<file path="src/rtl/q_update_ctrl.sv">
// q_update_ctrl: sequences Q-learning table updates.
// Transition requests are queued in a small FIFO. They are then issued to an
// external read/modify/write datapath one at a time, in arrival order.
//
// Handshake: a request transfers on the rising clock edge where
// req_valid && req_ready. req_ready depends only on FIFO occupancy, never on
// req_valid. While the FIFO is full, a push is refused even if a pop happens
// on the same edge.
//
// Per-update sequence: IDLE (pop) -> FETCH (RD_LAT cycles) -> WRITE -> DONE.
module q_update_ctrl #(
   parameter int FIFO_DEPTH = 4,
   parameter int RD_LAT     = 2
) (
   input  logic        clock,
   input  logic        reset_n,
   input  logic        cfg_load,
   input  logic [15:0] cfg_gamma,
   input  logic [15:0] cfg_alfa,
   input  logic        req_valid,
   output logic        req_ready,
   input  logic [17:0] req_state,
   input  logic [17:0] req_next_state,
   input  logic [3:0]  req_action,
   input  logic [15:0] req_reward,
   output logic [17:0] dp_state,
   output logic [17:0] dp_next_state,
   output logic [3:0]  dp_action,
   output logic [15:0] dp_reward,
   output logic [15:0] dp_gamma,
   output logic [15:0] dp_alfa,
   output logic        dp_wr_en,
   input  logic [15:0] dp_q_new,
   output logic        upd_done,
   output logic [15:0] upd_q,
   output logic        err_action,
   output logic        busy,
   output logic [15:0] upd_count
);

   localparam int PW = $clog2(FIFO_DEPTH);
   localparam int CW = PW + 1;
   localparam int LW = (RD_LAT > 1) ? $clog2(RD_LAT) : 1;
   localparam logic [LW-1:0] LAT_LAST = LW'(RD_LAT - 1);
   localparam logic [CW-1:0] FULL_CNT = CW'(FIFO_DEPTH);

   typedef enum logic [1:0] {
      IDLE  = 2'd0,
      FETCH = 2'd1,
      WRITE = 2'd2,
      DONE  = 2'd3
   } state_t;

   state_t        state_q;

   // FIFO entry layout: {state[55:38], next_state[37:20], action[19:16], reward[15:0]}
   logic [55:0]   fifo_mem [FIFO_DEPTH];
   logic [PW-1:0] wr_ptr_q, wr_ptr_d;
   logic [PW-1:0] rd_ptr_q, rd_ptr_d;
   logic [CW-1:0] count_q, count_d;
   logic          push;
   logic          pop;
   logic [55:0]   head;
   logic          head_legal;

   // Working registers, which drive the datapath directly
   logic [17:0]   cur_state_q;
   logic [17:0]   nxt_state_q;
   logic [3:0]    act_q;
   logic [15:0]   rew_q;
   logic [LW-1:0] lat_cnt_q;
   logic          dp_wr_en_q;
   logic          upd_done_q;
   logic          err_action_q;
   logic [15:0]   upd_q_q;
   logic [15:0]   upd_count_q;

   // Configuration shadow plus a pending slot for loads that arrive mid-update
   logic [15:0]   gamma_q;
   logic [15:0]   alfa_q;
   logic          pend_q;
   logic [15:0]   pend_gamma_q;
   logic [15:0]   pend_alfa_q;

   assign req_ready  = (count_q != FULL_CNT);
   assign push       = req_valid && req_ready;
   assign pop        = (state_q == IDLE) && (count_q != '0);
   assign head       = fifo_mem[rd_ptr_q];
   assign head_legal = (head[19:16] <= 4'd8);

   // Next pointer and occupancy values; push and pop together leave the count unchanged
   always_comb begin
      wr_ptr_d = wr_ptr_q;
      rd_ptr_d = rd_ptr_q;
      count_d  = count_q;
      if (push) wr_ptr_d = wr_ptr_q + PW'(1);
      if (pop)  rd_ptr_d = rd_ptr_q + PW'(1);
      if (push && !pop)
         count_d = count_q + CW'(1);
      else if (!push && pop)
         count_d = count_q - CW'(1);
   end

   // FIFO storage; emptiness is governed by the pointers, so storage needs no reset
   always_ff @(posedge clock) begin
      if (push) fifo_mem[wr_ptr_q] <= {req_state, req_next_state, req_action, req_reward};
   end

   // FIFO pointers and occupancy
   always_ff @(posedge clock or negedge reset_n) begin
      if (!reset_n) begin
         wr_ptr_q <= '0;
         rd_ptr_q <= '0;
         count_q  <= '0;
      end else begin
         wr_ptr_q <= wr_ptr_d;
         rd_ptr_q <= rd_ptr_d;
         count_q  <= count_d;
      end
   end

   // Update sequencer, with registered strobes and working registers
   always_ff @(posedge clock or negedge reset_n) begin
      if (!reset_n) begin
         state_q      <= IDLE;
         cur_state_q  <= '0;
         nxt_state_q  <= '0;
         act_q        <= '0;
         rew_q        <= '0;
         lat_cnt_q    <= '0;
         dp_wr_en_q   <= 1'b0;
         upd_done_q   <= 1'b0;
         err_action_q <= 1'b0;
         upd_q_q      <= '0;
         upd_count_q  <= '0;
      end else begin
         dp_wr_en_q   <= 1'b0;
         upd_done_q   <= 1'b0;
         err_action_q <= 1'b0;
         case (state_q)
            IDLE: begin
               if (pop) begin
                  if (head_legal) begin
                     cur_state_q <= head[55:38];
                     nxt_state_q <= head[37:20];
                     act_q       <= head[19:16];
                     rew_q       <= head[15:0];
                     lat_cnt_q   <= '0;
                     state_q     <= FETCH;
                  end else begin
                     // Illegal action: the entry is dropped and flagged, and the datapath is left untouched
                     err_action_q <= 1'b1;
                  end
               end
            end
            FETCH: begin
               if (lat_cnt_q == LAT_LAST) begin
                  dp_wr_en_q <= 1'b1;
                  state_q    <= WRITE;
               end else begin
                  lat_cnt_q <= lat_cnt_q + LW'(1);
               end
            end
            WRITE: begin
               upd_q_q     <= dp_q_new;
               upd_done_q  <= 1'b1;
               upd_count_q <= upd_count_q + 16'd1;
               state_q     <= DONE;
            end
            DONE: begin
               state_q <= IDLE;
            end
            default: begin
               state_q <= IDLE;
            end
         endcase
      end
   end

   // Gamma/alfa shadow: loads are taken directly in IDLE and deferred to IDLE entry otherwise
   always_ff @(posedge clock or negedge reset_n) begin
      if (!reset_n) begin
         gamma_q      <= '0;
         alfa_q       <= '0;
         pend_q       <= 1'b0;
         pend_gamma_q <= '0;
         pend_alfa_q  <= '0;
      end else if (state_q == IDLE) begin
         if (cfg_load) begin
            gamma_q <= cfg_gamma;
            alfa_q  <= cfg_alfa;
         end
      end else if (state_q == DONE) begin
         // The next edge enters IDLE, so a fresh load wins over an older pending one
         if (cfg_load) begin
            gamma_q <= cfg_gamma;
            alfa_q  <= cfg_alfa;
         end else if (pend_q) begin
            gamma_q <= pend_gamma_q;
            alfa_q  <= pend_alfa_q;
         end
         pend_q <= 1'b0;
      end else if (cfg_load) begin
         pend_q       <= 1'b1;
         pend_gamma_q <= cfg_gamma;
         pend_alfa_q  <= cfg_alfa;
      end
   end

   assign dp_state      = cur_state_q;
   assign dp_next_state = nxt_state_q;
   assign dp_action     = act_q;
   assign dp_reward     = rew_q;
   assign dp_gamma      = gamma_q;
   assign dp_alfa       = alfa_q;
   assign dp_wr_en      = dp_wr_en_q;
   assign upd_done      = upd_done_q;
   assign upd_q         = upd_q_q;
   assign err_action    = err_action_q;
   assign upd_count     = upd_count_q;
   assign busy          = (state_q != IDLE) || (count_q != '0);

endmodule

</file>
<file path="config.mk">
export PLATFORM = sky130hd
export DESIGN_NAME = q_update_ctrl
export DESIGN_NICKNAME = d
export VERILOG_FILES = /design/src/rtl/q_update_ctrl.sv
export SDC_FILE = /design/constraint.sdc
export NUM_CORES = 1
export LEC_CHECK = 0
export BUFFER_PORTS_ARGS = -buffer_cell sky130_fd_sc_hd__buf_2
export CAP_MARGIN = 20
export CELL_PAD_IN_SITES_DETAIL_PLACEMENT = 0
export CELL_PAD_IN_SITES_GLOBAL_PLACEMENT = 1
export CORE_MARGIN = 1
export CORE_UTILIZATION = 48
export DETAILED_ROUTE_END_ITERATION = 12
export GPL_ROUTABILITY_DRIVEN = 0
export PLACE_DENSITY_LB_ADDON = 0.15
export SLEW_MARGIN = 20
export SYNTH_ARGS = -nofsm -noshare
export SYNTH_HDL_FRONTEND = slang
export SYNTH_SLANG_ARGS = --single-unit
</file>
<file path="constraint.sdc">
create_clock -name clock -period 3 [get_ports clock]
set_clock_uncertainty 0.2 [all_clocks]
set_input_delay 0.6 -clock clock [delete_from_list [all_inputs] [get_ports clock]]
set_output_delay 0.6 -clock clock [all_outputs]
set_load 0.005 [all_outputs]
</file>
==> results of run 1 <==
[cell families after synthesis]
logic type | Yosys count | synth area share, %
compound gates | 44 | 1.73
mux | 194 | 18.8
simple gates | 74 | 2.45
fa+ha+maj | 11 | 0.981
flops | 390 | 73.5
xor+xnor | 21 | 1.24
buf+inv | 40 | 1.29
[worst max-delay path by stage]
stage,startpoint,endpoint,slack [ns]
floorplan,count_q[0]$_DFFE_PN0P_,fifo_mem[1][0]$_DFFE_PP_,0.39
global placement,rd_ptr_q[0]$_DFFE_PN0N_,dp_reward[13]$_DFFE_PN0P_,0.36
detailed placement,rd_ptr_q[0]$_DFFE_PN0N_,dp_next_state[10]$_DFFE_PN0P_,0.31
CTS,rd_ptr_q[0]$_DFFE_PN0N_,dp_next_state[6]$_DFFE_PN0P_,0.30
global route,rd_ptr_q[0]$_DFFE_PN0N_,dp_next_state[10]$_DFFE_PN0P_,0.21
finish,rd_ptr_q[0]$_DFFE_PN0N_,dp_next_state[6]$_DFFE_PN0P_,0.35
[worst register-to-register path: cells and delay by family (launching register included)]
family / cells / cell delay [ns]
mux: 2 / 0.95
flops: 1 / 0.48
compound gates: 1 / 0.35
buf+inv: 1 / 0.29
simple gates: 1 / 0.26
[cell usage in the layout (no fill, tap or decap), drive strengths merged, types with 2 or more instances in the layout]
cell type,instances
a21oi,5
and2,2
and3,6
and4,4
buf,252
clkbuf,64
clkinv,10
dfrtp,166
diode,3
edfxtp,224
ha,10
inv,7
mux2,106
mux2i,32
mux4,56
nand2,40
nand3,6
nand4,5
nor2,5
nor2b,2
nor3,2
o21ai,32
xnor2,17
xor2,4
[Yosys cell counts, drive strengths merged]
library cell,n
o32a,1
or3,1
nand4,5
inv,6
and4,4
nor2,5
a21oi,5
o311ai,1
nand2,40
nor2b,2
o22ai,1
edfxtp,224
o31ai,1
xnor2,17
nor4,1
o22a,1
a21boi,1
dfrtp,166
and3,6
mux2i,32
o21ai,32
mux4,56
fa,1
and2,2
mux2,106
nor3,2
ha,10
buf,18
nand3,6
xor2,4
a31o,1
clkbuf,16
[state kept, by name, summed over array words and instances, names as in the netlist]
| signal | cells |
|---|---|
| fifo_mem | 224 |
| dp_next_state | 18 |
| dp_state | 18 |
| dp_alfa | 16 |
| dp_gamma | 16 |
| dp_reward | 16 |
| pend_alfa_q | 16 |
| pend_gamma_q | 16 |
| upd_count | 16 |
| upd_q | 16 |
| dp_action | 4 |
| count_q | 3 |
| rd_ptr_q | 2 |
| state_q | 2 |
| wr_ptr_q | 2 |
| dp_wr_en | 1 |
| err_action | 1 |
| lat_cnt_q | 1 |
| pend_q | 1 |
| upd_done | 1 |
[power breakdown]
group | switching (mW) | internal (mW)
sequential | 0.719 | 7.48
clock | 1.99 | 2.96
combinational | 2.75 | 2.89
[routing by layer]
layer / global-route usage, % / wire length, um
met2: 28.0 / 12600
met1: 24.6 / 12300
met3: 5.78 / 2290
met4: 5.02 / 556
met5: 0 / 54
[metrics by stage]
step | setup slack [ns] | cell area (um2) | total power, mW | std cells | util, %
after floorplan | 0.387 | 14800 | 12.0 | 774 | -
after global placement | 0.364 | 16600 | 14.0 | 1382 | 55.4
after detailed placement | 0.307 | 16600 | 14.1 | 1382 | 55.4
after CTS | 0.298 | 17900 | 19.1 | 1459 | 59.9
after global routing | 0.215 | 17900 | 20.0 | 1461 | 59.9
final | 0.352 | 17900 | 18.8 | 1462 | 59.9
[timing repair]
item	4_1_cts	5_1_grt
setup buffers	0	0
hold endpoints to repair	57	0
hold buffers	1	0
endpoints found under the setup margin	0	0
[area by class of cell]
type | count | share of cell area [%]
flip-flops and latches | 390 | 60.7
multi-input cells | 344 | 20.9
repair buffers | 253 | 8.09
clock buffers | 64 | 7.00
well taps | 390 | 2.72
clock inverters | 12 | 0.474
inverters | 6 | 0.125
diodes | 3 | 0.0418
==> Flow_metrics.wiki, run 1 <==
{| class="wikitable"
! Metric !! Value
|-
| Status || finished clean
|-
| Via-to-Cell Ratio || between 5 and 6
|-
| Slack of the worst reg-to-reg path || 0.35 ns
|-
| Transition at the pin with the smallest max-transition slack || approximately 0.75 ns
|-
| Worst hold path depth || 1
|-
| Core area || ~30000 um2
|-
| H-tree depth reported by CTS || 2
|-
| Worst Min Path Start || req_next_state[6]
|-
| Overall die area || 31500 um2
|-
| Part of the cycle the worst path needs || around 90%
|-
| Max-slew violation count || 0
|-
| Largest stage delay on the critical path || between 0.5 and 0.6 ns
|-
| Slowest stage cell on the critical path || sky130_fd_sc_hd__mux4_2
|-
| Library cell used as clock root buffer || sky130_fd_sc_hd__clkbuf_16
|-
| Number of distinct library cells after synthesis || 37
|-
| Width of the die || around 180 um
|-
| Worst path arrival time || 2.85 ns
|-
| Nets || between 1000 and 1500
|-
| Power per standard cell area || ~1000 nW/um2
|-
| Fin crit period || 2.65 ns
|-
| Category of cells accounting for the largest share of critical-path delay || multiplexers
|-
| Synth Warn # || 0
|-
| Resized Gates After CTS || 0
|-
| Upper clock frequency limit || 0.378 GHz
|-
| Number of buffers and inverters on the critical path || 1
|-
| Summed instance area of the synthesized netlist || 14800 um2
|-
| Number of vias after detailed routing || about 7600
|-
| Count of nets left with antenna violations after detail routing || 0
|-
| Count of final setup violators || 0
|-
| Syn avg cell area || 19.1 um2
|-
| Type of the setup path with the least slack || flop to flop
|-
| Clk pin slew, worst setup/hold paths || approximately 0.06 ns
|-
| Library cell occupying the most area in the post-synthesis netlist || sky130_fd_sc_hd__edfxtp_1
|-
| Class of the worst hold path || input pin to flop
|-
| Clk buf depth || 3
|-
| Total negative setup slack || 0 ns
|-
| Hold EP || fifo_mem[3][26]$_DFFE_PP_
|-
| Die outline height || roughly 180 um
|-
| Signed area change from the synthesized netlist to the final layout || 21.3%
|-
| Worst R2R End || dp_next_state[6]$_DFFE_PN0P_
|-
| Final hold viol count || 0
|-
| Initial standard-cell utilization of the core || 49.4%
|-
| DRC viols || 0
|-
| All-layer global routing usage || 18.0%
|-
| Total detailed-routing wirelength || 27700 um
|-
| Final-layout fill cell count || 2268
|-
| Sequential share of the synthesized area || between 70% and 80%
|-
| Global-route wire length before repair || 43300 um
|-
| Clock latency reported for the late side of the worst-skew pair || approximately 0.52 ns
|-
| Critical Path End Type || flop
|-
| Critical Path, Cell by Cell || mux4_2 > o31ai_4 > nand3_4 > buf_12 > mux2_1
|-
| VDD IR max || roughly 0.00057 V
|-
| Antenna violations before repair || 8
|-
| Flip-flop and latch area || 10900 um2
|-
| Depth of the most critical reg-to-reg path || 5
|-
| Rows || 63
|-
| Syn Nets || about 890
|-
| Number of global-route vias before repair || about 7800
|-
| Launching point of the worst reg2reg path || rd_ptr_q[0]$_DFFE_PN0N_
|-
| Startpoint types || flop
|-
| Required time of the critical path || between 3 and 4 ns
|-
| Initial DRC Count || just under 500
|-
| Logic depth of the worst path, buffers included || 5
|-
| Worst hold-check slack || between 0.08 and 0.09 ns
|-
| Count of mapped cells out of synthesis || about 770
|-
| IO Pins || ~230
|-
| Total number of clock tree sinks || between 300 and 400
|-
| Synth area leaders || sky130_fd_sc_hd__edfxtp_1 (45%), sky130_fd_sc_hd__dfrtp_1 (28%), sky130_fd_sc_hd__mux4_2 (8.5%)
|-
| Worst Path Max Fanout || 42
|-
| Multi-input combinational cell area || approximately 3700 um2
|-
| Routed len/inst || 19.0 um
|-
| RSZ-0062 raised after global routing || false
|-
| Pin count of the biggest net entering global routing || between 60 and 70
|-
| Global route total overflow || 0
|-
| Area share of the leading cell type in the synthesized netlist || 45.5%
|-
| Clock buffers created by TritonCTS || slightly above 40
|-
| Share of layout cells above drive strength 1 || approximately 41%
|-
| Max-slew headroom || about half
|-
| Pre-Repair DR Iteration Count || 6
|-
| Clock tree from TritonCTS || built
|-
| Flops & latches, synth || slightly below 400
|-
| Hpwl dp || roughly 17000 um
|-
| Number of buffers added on ports || about 230
|-
| Pleak || between 7 and 8 nW
|-
| Number of maximum-capacitance constraint violations || 0
|}
No activity file was read; power rests on OpenSTA's default activity.
==> run 2, diff against run 1 <==
--- a/config.mk
+++ b/config.mk
@@ -5,15 +5,17 @@
 export SDC_FILE = /design/constraint.sdc
 export NUM_CORES = 1
 export LEC_CHECK = 0
+export ABC_AREA = 1
 export BUFFER_PORTS_ARGS = -buffer_cell sky130_fd_sc_hd__buf_2
 export CAP_MARGIN = 20
 export CELL_PAD_IN_SITES_DETAIL_PLACEMENT = 0
 export CELL_PAD_IN_SITES_GLOBAL_PLACEMENT = 1
 export CORE_MARGIN = 1
-export CORE_UTILIZATION = 48
+export CORE_UTILIZATION = 45
 export DETAILED_ROUTE_END_ITERATION = 12
 export GPL_ROUTABILITY_DRIVEN = 0
 export PLACE_DENSITY_LB_ADDON = 0.15
+export RECOVER_POWER = 25
 export SLEW_MARGIN = 20
 export SYNTH_ARGS = -nofsm -noshare
 export SYNTH_HDL_FRONTEND = slang
==> run 2 against run 1 <==
  * Cell area up 1.6%
  * Global-route usage up 1.9 points
  * Critical path depth unchanged
  * Routed wire length up 24%
==> Flow_metrics.wiki, run 2 <==
{| class="wikitable"
! Metric !! Value
|-
| Status || finished clean
|-
| All-layer global routing usage || between 15 and 20%
|-
| Upper clock frequency limit || between 0.3 and 0.4 GHz
|-
| Synth Warn # || 0
|-
| Hpwl dp || approximately 20000 um
|-
| Nets || approximately 1600
|-
| Transition at the pin with the smallest max-transition slack || 1.46 ns
|-
| Final-layout fill cell count || roughly 3000
|-
| Core area || 33400 um2
|-
| Flops & latches, synth || slightly below 400
|-
| Summed instance area of the synthesized netlist || 15200 um2
|-
| Count of mapped cells out of synthesis || 1277
|-
| Slack of the worst reg-to-reg path || 0.60 ns
|-
| Flip-flop cell with the highest count after synthesis || sky130_fd_sc_hd__edfxtp_1
|-
| Clock latency reported for the late side of the worst-skew pair || 0.54 ns
|-
| Fin crit period || around 2.7 ns
|-
| Share of power burned in the clock network || about a quarter
|-
| Number of vias after detailed routing || 10100
|-
| Routed len/inst || 17.3 um
|-
| Post-CTS Repair Setup Buffers || 0
|-
| Multi-input combinational cell area || just under 4000 um2
|-
| Die outline height || between 150 and 200 um
|-
| Clk pin slew, worst setup/hold paths || roughly 0.050 ns
|-
| Syn avg cell area || about 12 um2
|-
| Initial standard-cell utilization of the core || 45.6%
|-
| Share of layout cells above drive strength 1 || 20.4%
|-
| Class of the worst hold path || input pin to flop
|-
| Clk buf depth || 3
|-
| DRC viols || 0
|-
| Power per standard cell area || 1090 nW/um2
|-
| Max-slew violation count || 0
|-
| Async set-reset flop share out of synthesis || 42.6%
|-
| Number of global-route vias before repair || between 9000 and 10000
|-
| Library cell used as clock root buffer || sky130_fd_sc_hd__clkbuf_16
|-
| Max-slew headroom || under 10%
|-
| Part of the cycle the worst path needs || 91.4%
|-
| Pleak || between 7 and 8 nW
|-
| Critical Path End Type || output pin
|-
| Most instantiated cells after synthesis || sky130_fd_sc_hd__nand2_1 (240), sky130_fd_sc_hd__edfxtp_1 (224), sky130_fd_sc_hd__dfrtp_1 (166)
|-
| Total number of clock tree sinks || 390
|-
| Rows || 67
|-
| Worst path arrival time || between 1.5 and 2 ns
|-
| Count of final setup violators || 0
|-
| Cts-stage hold buffer count || 1
|-
| Switching Share || roughly 36%
|-
| Total detailed-routing wirelength || around 34000 um
|-
| Startpoint types || flop
|-
| Width of the die || approximately 190 um
|-
| Global route total overflow || 0
|-
| Syn Nets || 1396
|-
| Most frequent cells in the layout || sky130_fd_sc_hd__nand2_1 (240), sky130_fd_sc_hd__edfxtp_1 (224), sky130_fd_sc_hd__buf_2 (175), sky130_fd_sc_hd__dfrtp_1 (164), sky130_fd_sc_hd__nor2_1 (146)
|-
| Total negative setup slack || 0 ns
|-
| Number of maximum-capacitance constraint violations || 0
|-
| Clock buffers created by TritonCTS || 42
|-
| Clock tree from TritonCTS || built
|-
| Worst hold-check slack || around 0.071 ns
|-
| VDD IR max || about 0.00057 V
|-
| Max reg flops || about 220
|-
| Antenna violations before repair || 4
|-
| Pin count of the biggest net entering global routing || 70
|-
| Global-route wire length before repair || between 50000 and 60000 um
|-
| Flip-flop and latch area || about 11000 um2
|-
| Top reg by flops || fifo_mem
|-
| Most common cell after layout, fill and taps aside || sky130_fd_sc_hd__nand2_1
|-
| Number of distinct library cells after synthesis || 30
|-
| Area share of the leading cell type in the synthesized netlist || 44.1%
|-
| IO Pins || ~230
|-
| Signed area change from the synthesized netlist to the final layout || 19.6%
|-
| Final hold viol count || 0
|-
| Number of buffers added on ports || about 230
|-
| Initial DRC Count || between 700 and 800
|-
| RSZ-0062 raised after global routing || false
|-
| Library cell occupying the most area in the post-synthesis netlist || sky130_fd_sc_hd__edfxtp_1
|-
| Number of synthesized flops with an enable pin || 224
|-
| Count of nets left with antenna violations after detail routing || 0
|-
| Overall die area || 34600 um2
|-
| Sequential share of the synthesized area || around 71%
|-
| Resized Gates After CTS || 0
|-
| Via-to-Cell Ratio || slightly above 5
|-
| Worst Path Max Fanout || 36
|-
| Synth area leaders || sky130_fd_sc_hd__edfxtp_1 (44%), sky130_fd_sc_hd__dfrtp_1 (27%), sky130_fd_sc_hd__nand2_1 (5.9%)
|-
| Required time of the critical path || approximately 2.2 ns
|-
| H-tree depth reported by CTS || 2
|-
| Net switching power of the design || 7.06 mW
|-
| Part of the total power dissipated in combinational logic || 33.9%
|-
| Sequential cell fraction of total power || about 41%
|-
| Cell with the most instances after synthesis || sky130_fd_sc_hd__nand2_1
|-
| Type of the setup path with the least slack || flop to output pin
|-
| Internal power of the cells || about 13 mW
|-
| Pre-Repair DR Iteration Count || 4
|}
## run 2: cell count changes after synthesis, sizes merged, moves of 19 or more
cell,previous run,this run
nand2,40,242
nor2,5,153
o21ai,32,146
mux2,106,33
nand3,6,70
mux4,56,0
o22ai,1,52
a31oi,0,32
inv,6,38
mux2i,32,0
clkbuf,16,40
buf,18,37
## run 2: through the flow
| stage | area (um2) | worst slack (ns) | util [%] | cells | total power [mW] |
|---|---|---|---|---|---|
| after floorplan | 15200 | -0.757 | - | 1277 | 12.6 |
| after global placement | 17000 | 0.599 | 50.7 | 1906 | 15.0 |
| after detailed placement | 17000 | 0.593 | 50.7 | 1906 | 15.2 |
| after CTS | 18300 | 0.213 | 54.7 | 1985 | 20.1 |
| after global routing | 18200 | 0.115 | 54.5 | 1985 | 21.2 |
| final | 18200 | 0.258 | 54.5 | 1988 | 19.8 |
## run 2: power by group through the flow
stage / combinational (mW) / clock, mW / sequential, mW
after floorplan: 4.35 / 0 / 8.25
after global placement: 6.76 / 0 / 8.28
after detailed placement: 6.86 / 0 / 8.31
after CTS: 6.87 / 5.02 / 8.22
after global routing: 7.62 / 5.23 / 8.40
final: 6.72 / 4.91 / 8.21
## run 2: routing by layer
metal  global-route usage, %  wire [um]  vias to the layer above  part of all wire, %
met4                    5.28        581                        2                  1.7
li1                        -          -                     4916                    -
met5                       0         13                        -                0.038
met2                    32.9      16400                      236                   48
met3                    4.68       2080                       50                  6.0
met1                    26.6      15300                     4881                   44
## run 2: worst paths after layout
check,startpoint,endpoint,depth (start not counted)
worst max-delay path,state_q[0]$_DFFE_PN0P_,busy,5
min in group asynchronous,reset_n,dp_state[8]$_DFFE_PN0P_,2
max in group asynchronous,reset_n,upd_q[14]$_DFFE_PN0P_,3
worst min-delay path,dp_q_new[12],upd_q[12]$_DFFE_PN0P_,3
worst min register to register,dp_state[14]$_DFFE_PN0P_,dp_state[14]$_DFFE_PN0P_,2
worst max register to register,rd_ptr_q[1]$_DFFE_PN0N_,dp_action[0]$_DFFE_PN0P_,8
## run 2: worst max-delay path, cell delays in order, from the launching register on
cell                      delay [ns]
sky130_fd_sc_hd__dfrtp_1        0.42
sky130_fd_sc_hd__inv_1          0.10
sky130_fd_sc_hd__ha_1           0.18
sky130_fd_sc_hd__buf_4          0.37
sky130_fd_sc_hd__nand2_1        0.17
sky130_fd_sc_hd__buf_2          0.18
## run 2: logic make-up (layout without fill, tap and decap cells)
kind of cell | after synthesis | count (layout) | share of synthesized area [%]
and+or+nand+nor | 475 | 475 | 12.6
DFF | 390 | 390 | 71.4
AOI/OAI and AO/OA | 237 | 237 | 8.49
buffers and inverters | 115 | 375 | 3.17
muxes | 33 | 33 | 2.44
xor gates and xnor gates | 16 | 16 | 0.920
adders and majority gates | 11 | 11 | 0.953
other | 0 | 3 | 0
## run 2: layout make-up
cell class,count,area share (%)
inverter,38,0.789
multi-input combinational,772,21.5
clock buffer,70,6.95
tap,448,3.07
clock inverter,8,0.343
timing repair buffer,259,7.59
sequential,390,59.7
antenna,3,0.0412
